**config.mk**
```make
export PLATFORM = sky130hd
export DESIGN_NAME = fpu_add_sched
export DESIGN_NICKNAME = d
export VERILOG_FILES = /design/src/rtl/fpu_add_sched.sv
export SDC_FILE = /design/constraint.sdc
export NUM_CORES = 1
export LEC_CHECK = 0
export ABC_AREA = 1
export CAP_MARGIN = 10
export CORE_AREA = 2 2 156 158
export DETAILED_ROUTE_END_ITERATION = 7
export DIE_AREA = 0 0 158 160
export PLACE_DENSITY_LB_ADDON = 0.3
export SYNTH_ARGS = -nofsm -noshare
export SYNTH_HDL_FRONTEND = slang
export SYNTH_SLANG_ARGS = --single-unit
```
**constraint.sdc**
```tcl
create_clock -name clk -period 10.55 [get_ports clk]
set_input_delay 2.11 -clock clk [delete_from_list [all_inputs] [get_ports clk]]
set_output_delay 2.11 -clock clk [all_outputs]
set_load 0.02 [all_outputs]
```
**src/rtl/fpu_add_sched.sv**
```systemverilog
// fpu_add_sched: round-robin scheduler sharing one combinational fpu_add between
// NUM_REQ requesters. One operation is in flight at a time. The adder operands are
// registered, and the sum is captured one cycle after the grant. The result goes back
// with the owning requester ID on a single valid/ready response channel.
// Optional build macro: FPU_ADD_SCHED_STATS_EN adds saturating op_count / stall_count.
module fpu_add_sched #(
    parameter int unsigned double  = 0,
    parameter int unsigned NUM_REQ = 4,
    parameter int unsigned ID_W    = 2,
    localparam int unsigned Size   = (double != 0) ? 64 : 32
) (
    input  logic                    clk,
    input  logic                    rst,
    input  logic [NUM_REQ-1:0]      req_valid,
    output logic [NUM_REQ-1:0]      req_ready,
    input  logic [NUM_REQ*Size-1:0] req_a,
    input  logic [NUM_REQ*Size-1:0] req_b,
    output logic [Size-1:0]         add_a,
    output logic [Size-1:0]         add_b,
    input  logic [Size-1:0]         add_result,
    output logic                    rsp_valid,
    input  logic                    rsp_ready,
    output logic [ID_W-1:0]         rsp_id,
    output logic [Size-1:0]         rsp_result
`ifdef FPU_ADD_SCHED_STATS_EN
    ,
    output logic [31:0]             op_count,
    output logic [31:0]             stall_count
`endif
);

    typedef enum logic [1:0] {StIdle, StExec, StResp} state_e;

    state_e          state_q;
    logic [ID_W-1:0] ptr_q;
    logic [ID_W-1:0] id_q;

    logic            grant_en;
    logic            hi_found;
    logic            lo_found;
    logic [ID_W-1:0] hi_idx;
    logic [ID_W-1:0] lo_idx;
    logic [ID_W-1:0] gnt_idx;
    logic [ID_W-1:0] ptr_nxt;
    logic            grant;
    logic [Size-1:0] sel_a;
    logic [Size-1:0] sel_b;

    // Round-robin pick: lowest requester at or above the pointer, else lowest overall.
    always_comb begin
        hi_found = 1'b0;
        lo_found = 1'b0;
        hi_idx   = '0;
        lo_idx   = '0;
        // Descending scan so the last hit is the lowest index.
        for (int i = NUM_REQ - 1; i >= 0; i--) begin
            if (req_valid[i]) begin
                lo_found = 1'b1;
                lo_idx   = ID_W'(i);
                if (ID_W'(i) >= ptr_q) begin
                    hi_found = 1'b1;
                    hi_idx   = ID_W'(i);
                end
            end
        end
        gnt_idx  = hi_found ? hi_idx : lo_idx;
        ptr_nxt  = (gnt_idx == ID_W'(NUM_REQ - 1)) ? '0 : gnt_idx + 1'b1;
        // Grants only when the response slot is free or being freed this cycle.
        grant_en = !rst && ((state_q == StIdle) || ((state_q == StResp) && rsp_ready));
        grant    = grant_en && lo_found;
    end

    // One-hot grant vector and operand mux for the selected requester.
    always_comb begin
        req_ready = '0;
        sel_a     = '0;
        sel_b     = '0;
        for (int i = 0; i < NUM_REQ; i++) begin
            if (grant && (gnt_idx == ID_W'(i))) begin
                req_ready[i] = 1'b1;
                sel_a        = req_a[i*Size +: Size];
                sel_b        = req_b[i*Size +: Size];
            end
        end
    end

    // Control FSM with registered adder operands and response.
    always_ff @(posedge clk or posedge rst) begin
        if (rst) begin
            state_q    <= StIdle;
            ptr_q      <= '0;
            id_q       <= '0;
            add_a      <= '0;
            add_b      <= '0;
            rsp_result <= '0;
            rsp_id     <= '0;
            rsp_valid  <= 1'b0;
        end else begin
            unique case (state_q)
                StIdle: begin
                    if (grant) begin
                        add_a   <= sel_a;
                        add_b   <= sel_b;
                        id_q    <= gnt_idx;
                        ptr_q   <= ptr_nxt;
                        state_q <= StExec;
                    end
                end
                StExec: begin
                    rsp_result <= add_result;
                    rsp_id     <= id_q;
                    rsp_valid  <= 1'b1;
                    state_q    <= StResp;
                end
                StResp: begin
                    if (rsp_ready) begin
                        rsp_valid <= 1'b0;
                        if (grant) begin
                            add_a   <= sel_a;
                            add_b   <= sel_b;
                            id_q    <= gnt_idx;
                            ptr_q   <= ptr_nxt;
                            state_q <= StExec;
                        end else begin
                            state_q <= StIdle;
                        end
                    end
                end
                default: state_q <= StIdle;
            endcase
        end
    end

`ifdef FPU_ADD_SCHED_STATS_EN
    // Saturating counts of completed responses and back-pressured cycles.
    always_ff @(posedge clk or posedge rst) begin
        if (rst) begin
            op_count    <= '0;
            stall_count <= '0;
        end else begin
            if (rsp_valid && rsp_ready && (op_count != 32'hFFFF_FFFF)) begin
                op_count <= op_count + 32'd1;
            end
            if (rsp_valid && !rsp_ready && (stall_count != 32'hFFFF_FFFF)) begin
                stall_count <= stall_count + 32'd1;
            end
        end
    end
`endif

endmodule

```
==> run_results.csv <==
group,metric,value,unit
global_route,grt_max_degree,93,
clocking,clkSlewWorstSetupHoldPaths,0.08,ns
job,maxCapViolations,0,
power,p_sw_frac,0.448,
final_layout,antenna_cells,0,
yosys,seq_area_frac_synth,0.385,
yosys,synthArstFlopShare,1.00,
run_status,outcome,"completed",
timing,slew_violations,0,
yosys,synth_top_area_frac,0.385,
yosys,synth_flop_cell,"dfrtp_1",
clocking,clk_path_buf_depth,2,
detailed_routing,routed-via-count,7858,
yosys,synth_top_cell_by_area,"dfrtp_1",
die,die_x,158,um
power,net-switching-power,1.13,mW
setup_path,r2r-end,"add_a[21]",
clocking,postCtsSetupBuffers,0,
detailed_routing,first_pass_iters,5,
yosys,postSynthAreaPerCell,6.48,um2
power,comb_power_share,0.578,
yosys,synth.most_common_cell,"nand2_1",
clocking,root_buffer,"clkbuf_16",
die,start_util,0.286,
detailed_routing,routed_wirelength,26200,um
power,ir_worst_vdd,0.000105,V
setup_path,reg2reg_depth,16,
yosys,synth_compound_gate_area_share,0.0354,
timing,period_needed,7.23,ns
final_layout,stdcell_count,1725,
clocking,cts_tree,"done",
power,p_seq_frac,0.282,
power,powerDensity,225,nW/um2
timing,finalSetupTns,0,ns
global_route,grt_usage,0.200,
setup_path,cp_data_required_time,8.44,ns
die,core-area,23800,um2
yosys,synth_edf_count,0,
timing,max_slew_margin,0.334,
yosys,synth_warnings,0,
clocking,clkSinkCount,105,
power,leakagePower,5.38,nW
yosys,synth_seq_cells,105,
timing,rsz0062_at_grt,"no",
yosys,synth_top_family_by_area,"simple AND/OR/NAND/NOR gates",
detailed_routing,drt_iter0_drc,414,
clocking,cts_buffers,9,
clocking,ctsResizeCount,0,
yosys,synth_cell_type_count,24,
die,num_rows,57,
yosys,synth_xor_area_frac,0,
yosys,synthAdderAreaFrac,0.00733,
detailed_routing,avgRoutedWirePerCell,15.2,um
global_route,first_global_vias,7376,
timing,skew,0.0148,ns
yosys,synthTopCellsByCount,"384 x nand2_1, 215 x nand3_1, 105 x dfrtp_1, 75 x inv_1, 72 x nor2_1",
global_route,antenna_found_initial,0,
power,clkPwrFrac,0.140,
clocking,holdBufCountCts,0,
timing,finalCritPeriodShare,0.685,
final_layout,nets,1695,
setup_path,worst_setup_path_start_kind,"input port",
yosys,synth_area,6820,um2
global_route,grt_first_pass_wirelength,39700,um
setup_path,worst_setup_path_end_kind,"primary output",
power,p_int,1.40,mW
setup_path,startpoint,"req_valid[2]",
setup_path,endpoint,"req_ready[0]",
yosys,synthSimpleGateAreaFrac,0.475,
timing,setup-violations-final,0,
timing,tightestPinTransition,0.992,ns
detailed_routing,drt.antenna.violating_nets,0,
hold_path,hold_class,"reg2reg",
place,routabilityCongestion,0.832,
yosys,synth_fp_nets,1352,
yosys,synth.area.mux_share,0,
setup_path,r2r_slack,7.37,ns
detailed_routing,via_per_inst,4.56,
detailed_routing,drc,0,
final_layout,layout-drive-gt1-share,0.0328,
place,dp.cells,1709,
clocking,insertion_delay,0.37,ns
final_layout,syn_to_final_growth,65.1,%
die,ios,398,
timing,max_freq,0.138,GHz
die,die_h,160,um
setup_path,crit_type,"in2out",
clocking,h-tree-depth,3,
yosys,ys_top_cells_by_area,"dfrtp_1 39%, nand2_1 21%, nand3_1 16%, or2_0 4.8%, inv_1 4.1%",
place,portBuffers,397,
setup_path,path_max_fanout,65,
setup_path,timing.rr.start,"ptr_q[1]",
place,dp_hpwl,18700,um
global_route,grt_overflow_total,0,
setup_path,critPathArrivalTime,5.12,ns
yosys,syn_inst,1053,
die,dieArea,25300,um2
timing,finalHoldViolations,0,
==> state kept, by name, indices dropped and copies added, names as in the netlist <==
name / count
id_q: 2
add_a: 32
add_b: 32
rsp_id: 2
rsp_valid: 1
ptr_q: 2
state_q: 2
rsp_result: 32
==> placed cells by master (no fill, tap or decap), types with 3 or more instances in the layout <==
cell,n
o21ai_0,8
inv_2,3
nand2_1,384
clkbuf_16,9
clkdlybuf4s50_1,397
nor2_1,71
a21oi_1,37
or2_0,52
inv_1,75
or2_2,6
nand3_1,215
or2_1,6
dfrtp_1,105
buf_4,10
==> cells by family after synthesis <==
group | after synthesis
AND/OR/NAND/NOR | 742
buffers and inverters | 155
flip-flops | 105
AO/OA/AOI/OAI | 47
adder cells (fa/ha/maj) | 4
==> metal layers <==
| metal | vias up | share of wire | GRT usage |
|---|---|---|---|
| met5 | - | 0 | 0 |
| met4 | 0 | 0.015 | 0.0495 |
| met3 | 24 | 0.095 | 0.0695 |
| met2 | 306 | 0.49 | 0.339 |
| met1 | 3553 | 0.40 | 0.240 |
| li1 | 3975 | - | - |
==> how the worst min path moves through the flow <==
stage,startpoint,end,slack [ns],depth (start not counted)
after floorplan,state_q[0],state_q[1],0.44,1
after global placement,rsp_result[19],rsp_result[19],0.45,2
after detailed placement,rsp_result[8],rsp_result[8],0.46,2
after CTS,state_q[0],state_q[1],0.47,1
after global routing,rsp_result[31],rsp_result[31],0.50,2
final,state_q[0],state_q[1],0.47,1
==> power by group through the flow <==
stage	logic (mW)	clock network (mW)	registers (mW)
6_report	1.46	0.356	0.714
5_1_grt	1.61	0.384	0.740
4_1_cts	1.49	0.371	0.717
3_5_place_dp	1.48	0	0.721
3_3_place_gp	1.48	0	0.718
2_1_floorplan	0.584	0	0.939
==> worst max-delay path, cell delays in order <==
cell and delay (ns):
clkdlybuf4s50_1 0.47, nor2_1 0.22, nor3_1 0.07, o21ai_0 0.51
ha_2 0.30, buf_4 0.56, inv_1 0.09, nor2_1 0.12
clkdlybuf4s50_1 0.61
==> metrics by stage <==
step,util,hold WS [ns],area [um2],setup WS (ns),total power [mW]
3_3_place_gp,0.460,0.453,11000,3.37,2.19
3_5_place_dp,0.460,0.459,11000,3.30,2.20
5_1_grt,0.473,0.497,11300,3.12,2.73
6_report,0.473,0.469,11300,3.32,2.53
2_1_floorplan,-,0.442,6820,4.14,1.52
4_1_cts,0.473,0.472,11300,3.29,2.58
==> area by class of cell <==
type	count	area [um2]
inverters	80	303
repair buffers	407	4050
flip-flops and latches	105	2630
clock buffers	9	225
clock inverters	7	88.8
multi-input cells	793	3570
well taps	324	405
fillers	2449	12600
Power figures use the tool's default switching activity.
